===== config.mk =====
export PLATFORM = sky130hd
export DESIGN_NAME = debounce_sync
export DESIGN_NICKNAME = d
export VERILOG_FILES = /design/src/rtl/debounce_pkg.sv /design/src/rtl/debounce_sync_sync_chain.sv /design/src/rtl/debounce_sync.sv
export SDC_FILE = /design/constraint.sdc
export NUM_CORES = 1
export LEC_CHECK = 0
export ABC_CLOCK_PERIOD_IN_PS = 1600
export CORE_AREA = 3 3 40 42
export CTS_CLUSTER_SIZE = 10
export DETAILED_ROUTE_END_ITERATION = 8
export DIE_AREA = 0 0 43 45
export GPL_TIMING_DRIVEN = 0
export SYNTH_ARGS = -nofsm -noshare
export SYNTH_HDL_FRONTEND = slang
export SYNTH_SLANG_ARGS = --single-unit

===== constraint.sdc =====
create_clock -name clk -period 1.6 [get_ports clk]
set_clock_uncertainty 0.1 [all_clocks]
set_input_delay 0.32 -clock clk [delete_from_list [all_inputs] [get_ports clk]]
set_output_delay 0.32 -clock clk [all_outputs]
set_load 0.01 [all_outputs]

===== src/rtl/debounce_pkg.sv =====
// Purpose: shared constants for the debounce_sync block (FSM encodings, default sizing).
// Latency: n/a (declarations only).
// Backpressure: n/a.
// Contents:
//   SYNC_STAGES_DEF, STABLE_CYCLES_DEF : default parameter values for debounce_sync
//   ST_LOW, ST_CHK_HI, ST_HIGH, ST_CHK_LO : 2-bit FSM state encodings
package debounce_pkg;

  localparam int SYNC_STAGES_DEF   = 2;
  localparam int STABLE_CYCLES_DEF = 4;

  // Plain logic constants rather than an enum so the encoding stays fixed
  // and visible to anything that snoops the state register.
  localparam logic [1:0] ST_LOW    = 2'd0;
  localparam logic [1:0] ST_CHK_HI = 2'd1;
  localparam logic [1:0] ST_HIGH   = 2'd2;
  localparam logic [1:0] ST_CHK_LO = 2'd3;

endpackage


===== src/rtl/debounce_sync_sync_chain.sv =====
// Purpose: multi-flop synchronizer bringing an asynchronous level into the clk domain.
// Latency: SYNC_STAGES clk edges from d to q.
// Backpressure: none; free-running shift every edge.
// Ports:
//   clk : system clock
//   rst : synchronous active-high reset, clears every stage to 0
//   d   : raw asynchronous input (feeds the first flop directly, no logic in front)
//   q   : synchronized level (last stage)
module sync_chain
  import debounce_pkg::*;
#(
  parameter int SYNC_STAGES = SYNC_STAGES_DEF
) (
  input  logic clk,
  input  logic rst,
  input  logic d,
  output logic q
);

  logic [SYNC_STAGES-1:0] sync_q;

  always_ff @(posedge clk) begin
    if (rst) begin
      sync_q <= '0;
    end else begin
      sync_q <= {sync_q[SYNC_STAGES-2:0], d};
    end
  end

  assign q = sync_q[SYNC_STAGES-1];

endmodule


===== src/rtl/debounce_sync.sv =====
// Purpose: debounce a bouncy asynchronous level into a clean level plus rise/fall strobes.
// Latency: din stable before edge E0 -> dout/strobe update at edge E0+SYNC_STAGES+1+STABLE_CYCLES.
// Backpressure: none; input is sampled every edge, outputs are free-running registers.
// Ports:
//   clk  : system clock
//   rst  : synchronous active-high reset, clears synchronizer, FSM, counter and outputs
//   din  : raw asynchronous level
//   dout : debounced level (registered)
//   rise : one-cycle strobe in the first cycle dout shows 1 (registered)
//   fall : one-cycle strobe in the first cycle dout shows 0 (registered)
//   busy : high while a candidate level change is being qualified (registered)
module debounce_sync
  import debounce_pkg::*;
#(
  parameter int SYNC_STAGES   = SYNC_STAGES_DEF,
  parameter int STABLE_CYCLES = STABLE_CYCLES_DEF
) (
  input  logic clk,
  input  logic rst,
  input  logic din,
  output logic dout,
  output logic rise,
  output logic fall,
  output logic busy
);

  localparam int CNT_W = (STABLE_CYCLES > 1) ? $clog2(STABLE_CYCLES) : 1;
  localparam logic [CNT_W-1:0] CNT_LAST = CNT_W'(STABLE_CYCLES - 1);

  logic             s;
  logic [1:0]       state_q, state_d;
  logic [CNT_W-1:0] cnt_q, cnt_d;
  logic             dout_q, dout_d;
  logic             rise_q, rise_d;
  logic             fall_q, fall_d;
  logic             busy_q, busy_d;

  sync_chain #(
    .SYNC_STAGES(SYNC_STAGES)
  ) u_sync (
    .clk(clk),
    .rst(rst),
    .d  (din),
    .q  (s)
  );

  // Next-state logic. A disagreeing sample moves into a CHK_* state; the
  // candidate is accepted only after it has been seen on STABLE_CYCLES+1
  // consecutive samples. Any bounce drops straight back to the stable state,
  // so the next disagreeing sample restarts the count from zero.
  always_comb begin
    state_d = state_q;
    cnt_d   = cnt_q;
    case (state_q)
      ST_LOW: begin
        if (s) begin
          state_d = ST_CHK_HI;
          cnt_d   = '0;
        end
      end
      ST_CHK_HI: begin
        if (!s) begin
          state_d = ST_LOW;
        end else if (cnt_q == CNT_LAST) begin
          state_d = ST_HIGH;
        end else begin
          cnt_d = cnt_q + 1'b1;
        end
      end
      ST_HIGH: begin
        if (!s) begin
          state_d = ST_CHK_LO;
          cnt_d   = '0;
        end
      end
      ST_CHK_LO: begin
        if (s) begin
          state_d = ST_HIGH;
        end else if (cnt_q == CNT_LAST) begin
          state_d = ST_LOW;
        end else begin
          cnt_d = cnt_q + 1'b1;
        end
      end
      default: begin
        state_d = ST_LOW;
        cnt_d   = '0;
      end
    endcase
  end

  // Outputs are registered from the current state, so they trail the state
  // register by one edge. The accepted level is 1 in HIGH and while a fall is
  // still being qualified; strobes fire on the edge the registered level flips.
  always_comb begin
    dout_d = (state_q == ST_HIGH) || (state_q == ST_CHK_LO);
    busy_d = (state_q == ST_CHK_HI) || (state_q == ST_CHK_LO);
    rise_d = dout_d & ~dout_q;
    fall_d = ~dout_d & dout_q;
  end

  always_ff @(posedge clk) begin
    if (rst) begin
      state_q <= ST_LOW;
      cnt_q   <= '0;
      dout_q  <= 1'b0;
      rise_q  <= 1'b0;
      fall_q  <= 1'b0;
      busy_q  <= 1'b0;
    end else begin
      state_q <= state_d;
      cnt_q   <= cnt_d;
      dout_q  <= dout_d;
      rise_q  <= rise_d;
      fall_q  <= fall_d;
      busy_q  <= busy_d;
    end
  end

  assign dout = dout_q;
  assign rise = rise_q;
  assign fall = fall_q;
  assign busy = busy_q;

endmodule


==> results of run 1 <==
## cells by family (layout without fill, tap and decap cells)
kind of cell,after synthesis,after routing
buffers and inverters,1,10
muxes,1,1
adders and majority gates,1,1
AOI/OAI and AO/OA,3,3
and+or+nand+nor,14,14
DFF,10,10
xor gates and xnor gates,1,1
## synthesized netlist by cell type (all sizes together)
| cell | n |
|---|---|
| or4b | 1 |
| clkbuf | 1 |
| a31oi | 1 |
| nand3 | 1 |
| dfxtp | 10 |
| mux2i | 1 |
| ha | 1 |
| nor3 | 1 |
| nand2 | 2 |
| and2 | 1 |
| nor2b | 5 |
| o21ai | 1 |
| nor3b | 1 |
| xnor2 | 1 |
| nor2 | 1 |
| a21oi | 1 |
| or3 | 1 |
## registers in the layout, summed over array words and instances (netlist names), named ones only
signal	flops
cnt_q	2
u_sync.sync_q	2
busy	1
dout	1
fall	1
rise	1
state_q	1
## power breakdown
part / switching (mW) / internal (mW)
sequential: 0.00164 / 0.252
combinational: 0.00576 / 0.00601
clock: 0.0843 / 0.138
## through the flow
| stage | std cells | hold slack, ns | utilization (%) | power [mW] | setup slack (ns) |
|---|---|---|---|---|---|
| finish | 55 | 0.3245 | 34.57 | 0.4884 | 0.08455 |
| global route | 55 | 0.3656 | 34.57 | 0.5106 | 0.03029 |
| CTS | 55 | 0.3300 | 34.37 | 0.4995 | 0.002439 |
| detailed placement | 51 | 0.3291 | 31.55 | 0.2719 | 0.2313 |
| global placement | 51 | 0.3272 | 31.55 | 0.2717 | 0.2734 |
| floorplan | 31 | 0.3138 | - | 0.2668 | 0.3004 |
## worst paths after layout
kind	from	endpoint	slack, ns	cells after the start
setup reg to reg	cnt_q[0]	cnt_q[0]	0.23	3
setup / recovery	fall	fall	0.08	1
hold reg to reg	dout	rise	0.33	1
hold / removal	rst	busy	0.32	2
## metal layers
| metal | track usage, % | vias to the layer above |
|---|---|---|
| met5 | 0 | - |
| met4 | 5.422 | 0 |
| met3 | 5.976 | 3 |
| met2 | 6.886 | 10 |
| met1 | 8.578 | 98 |
| li1 | - | 124 |
## area by class of cell
type | count | area [sq um] | area share, %
sequential | 10 | 200.2 | 45.07
multi-input combinational | 20 | 132.6 | 29.86
timing repair buffer | 5 | 52.55 | 11.83
clock buffer | 4 | 36.28 | 8.169
tap | 15 | 18.77 | 4.225
buffer | 1 | 3.754 | 0.8451
==> qor.yml, run 1 <==
yosys_warnings: 0
fp-row-count: 13
crit_family: "buffers and inverters"
cts_resized: 0
synth.largest_area_cell: "dfxtp_1"
period_share_pct: 94.72
relSlewSlack_pct: 73.78
first_pass_iters: 5
hold_viol_final: 0
status: "completed"
vias: 235
synthAdderAreaFrac_pct: 3.717
die_w_um: 43
power_leakage_nw: 0.1775
die-area_sq_um: 1935
numCtsBuffers: 3
drive_gt1_share_pct: 12.50
synth_top_family_by_area: "simple AND/OR/NAND/NOR gates"
hold_buffers: 0
fin_crit_ns: 1.515
die_height_um: 45
critPathKind: "flip-flop to primary output"
synthMuxAreaShare_pct: 2.974
htreeDepth: 1
design_area_sq_um: 444.2
insertedDiodeCount: 0
grt_overflow_total: 0
maxCapViolations: 0
max_freq_mhz: 659.9
ys_top_cells_by_area: "dfxtp_1 59%, nor2b_1 7.4%, ha_1 3.7%"
io_buffers: 5
met1Wirelength_um: 201
syn_nets: 35
cts.reportedPaths.clkPinSlew_ns: 0.06
drt_iter0_markers: 5
synth_cell_types: 18
grt_max_degree: 10
synth_compound_area_share_pct: 4.833
max-vdd-ir-drop_mv: 0.5546
drc: 0
netlist_area_sq_um: 336.6
grt_antenna_before_repair: 0
crit_path_top_delay_cell: "clkdlybuf4s50_1"
avgSynthCellArea_sq_um: 10.86
dp_hpwl_um: 323.1
syn_inst: 31
grt_pass1_wl_um: 883
synth_seq_cells: 10
final_cell_mix: "10 x dfxtp_1, 4 x nor2b_1, 4 x clkdlybuf4s50_1"
syn_to_final_growth_pct: 31.97
rsz0062_at_grt: "no"
placed_area_sq_um: 405.4
cts.sinks: 10
required_ns: 1.18
wire_per_inst_um: 8.400
grt.total_usage_pct: 6.868
ioPinCount: 7
clock_latency_ns: 0.26
clock_path_buffers: 2
met2_length_um: 186
worst-endpoint-arrival_ns: 1.10
top_layer_used: "met4"
cp_num_buf_inv: 1
setup-violations-final: 0
synthXorXnorAreaFrac_pct: 2.602
max_stage_delay_ns: 0.52
end_kind: "primary output"
crit_fanout: 1
layout_commonest_cell: "dfxtp_1"
yosys.area_share.simple_pct: 25.28
hold_class: "primary input to flip-flop"
ys_seq_area_share_pct: 59.48
cts_tree: "yes"
routed_wl_um: 462
start_util_pct: 26.19
routabilityCongestion: 0.6378
core-area_sq_um: 1285
finalNetCount: 45
synth_top_area_share_pct: 59.48
setup_tns_ns: 0
met3WireLength_um: 62
fillerInstances: 131
drv_slew: 0
path_cells: "clkdlybuf4s50_1"
cts_setup_buffers: 0
tightest_slew_ns: 0.3933
powerDensity_nw_per_um2: 1100
viasPerCell: 4.273
cts_root_buf: "clkbuf_4"
grt_pass1_vias: 208
drtAntennaViolNets: 0
start_kind: "flip-flop"
No activity file was read; power rests on OpenSTA's default activity.
==> inputs of run 2 (changes only) <==
ABC_CLOCK_PERIOD_IN_PS = 1700   (was 1600)
GPL_TIMING_DRIVEN = default   (was 0)
clock period = 1.7 ns   (was 1.6 ns; I/O delays follow)
==> run 2 against run 1 <==
Effect of this change:
- register-to-register slack better by 0.11 ns
- highest routed layer is now met3
- first-iteration DRC count fell by 80%
- design area down 2.3%
- combinational power is 7% higher
- via count decreased by 3.4%
- critical path depth is the same
- clock-buffer cell count fell by 1
- wire length is 1.5% higher
- worst hold slack gained 0.016 ns
- sequential share of layout area is 1.0 points higher
- non-clock buffer count did not move
- largest power group unchanged
==> qor.yml, run 2 (synthesized netlist as in run 1, its figures left out) <==
vias: 227
gr-usage-met1_pct: 7.090
power_leakage_nw: 0.1543
setup_tns_ns: 0
htreeDepth: 1
syn_to_final_growth_pct: 29.00
layout_commonest_cell: "dfxtp_1"
critPathKind: "flip-flop to primary output"
crit_family: "buffers and inverters"
path_cells: "clkdlybuf4s50_1"
rsz0062_at_grt: "no"
routabilityCongestion: 0.6997
grt-busiest-layer: "met1"
hp-start: "u_sync.sync_q[0]"
fp-row-count: 13
wire_per_inst_um: 8.685
cts.sinks: 10
crit_fanout: 3
hold_class: "flip-flop to flip-flop"
crit_path_top_delay_cell: "clkdlybuf4s50_1"
grt.total_usage_pct: 5.523
cts_resized: 0
numCtsBuffers: 3
cts_root_buf: "clkbuf_4"
insertedDiodeCount: 0
start_kind: "flip-flop"
cts.reportedPaths.clkPinSlew_ns: 0.06
startpoint: "dout"
grt_antenna_before_repair: 0
use_met3_pct: 3.586
io_buffers: 6
clock_path_buffers: 2
layout_setup_ws_ns: 0.1085
powerDensity_nw_per_um2: 931.1
die-area_sq_um: 1935
period_share_pct: 93.62
setup-violations-final: 0
relSlewSlack_pct: 75.67
routed_wl_um: 469
final_cell_mix: "10 x dfxtp_1, 6 x clkdlybuf4s50_1, 4 x nor2b_1"
die_w_um: 43
max_freq_mhz: 628.3
clock_latency_ns: 0.25
grt_pass1_vias: 191
worst-endpoint-arrival_ns: 1.15
drt_iter0_markers: 1
required_ns: 1.26
use_met2_pct: 6.587
die_height_um: 45
hold_buffers: 0
maxCapViolations: 0
dp_hpwl_um: 345
grt_pass1_wl_um: 752
ioPinCount: 7
r2r_start: "cnt_q[0]"
drc: 0
start_util_pct: 26.19
status: "completed"
first_pass_iters: 2
place_ws_ns: 0.2791
tightest_slew_ns: 0.3623
reg_top3: "cnt_q: 2 flops, u_sync.sync_q: 2 flops"
fillerInstances: 136
drtAntennaViolNets: 0
max-vdd-ir-drop_mv: 0.2912
end_kind: "primary output"
finalNetCount: 45
drv_slew: 0
holdPathStages: 1
cts_tree: "yes"
grt_max_degree: 10
hold_viol_final: 0
viasPerCell: 4.204
max_stage_delay_ns: 0.55
cp.depth: 1
cts_setup_buffers: 0
drive_gt1_share_pct: 10.26
core-area_sq_um: 1285
fin_crit_ns: 1.592
grt_overflow_total: 0
worstRegToRegCells: 3
cp_num_buf_inv: 1
## run 2: changes by cell type in the layout (fill, tap and decap cells not counted), sizes merged
cell	delta
clkbuf	-2
clkdlybuf4s50	+2
dlymetal6s2s	-1
## run 2: area by class of cell
class	instances	area [sq um]	area share, %
Clock buffer	3	22.52	5.187
Multi-Input combinational cell	20	132.6	30.55
Sequential cell	10	200.2	46.11
Tap cell	15	18.77	4.323
Timing Repair Buffer	6	60.06	13.83
## run 2: power by group
group	internal, mW	switching (mW)
logic	0.00720	0.00540
clock network	0.0813	0.0711
registers	0.238	0.00160
total	0.326	0.0781
## run 2: final timing paths
path / to / slack [ns]
setup reg to reg: cnt_q[0] / 0.34
hold reg to reg: u_sync.sync_q[1] / 0.34
hold / removal: u_sync.sync_q[1] / 0.34
setup / recovery: dout / 0.11
## run 2: routing by layer
metal,wire (um),vias up
li1,-,121
met1,255,101
met2,186,5
met3,26,0
met4,0,0
met5,0,-
## run 2: metrics by stage
step	hold WS (ns)	power, mW	instance area, sq um	util (%)	cells
3_5_place_dp	0.3278	0.2573	411.6	32.04	51
3_3_place_gp	0.3195	0.2572	411.6	32.04	51
2_1_floorplan	0.3138	0.2511	336.6	-	31
6_report	0.3409	0.4043	434.2	33.79	54
5_1_grt	0.3563	0.4208	434.2	33.79	54
4_1_cts	0.3399	0.4112	434.2	33.79	54
==> inputs of run 3 (changes only) <==
CAP_MARGIN = 20   (was default)
==> results of run 3 <==
The final DEF is identical to that of run 2; final timing and power are the same.
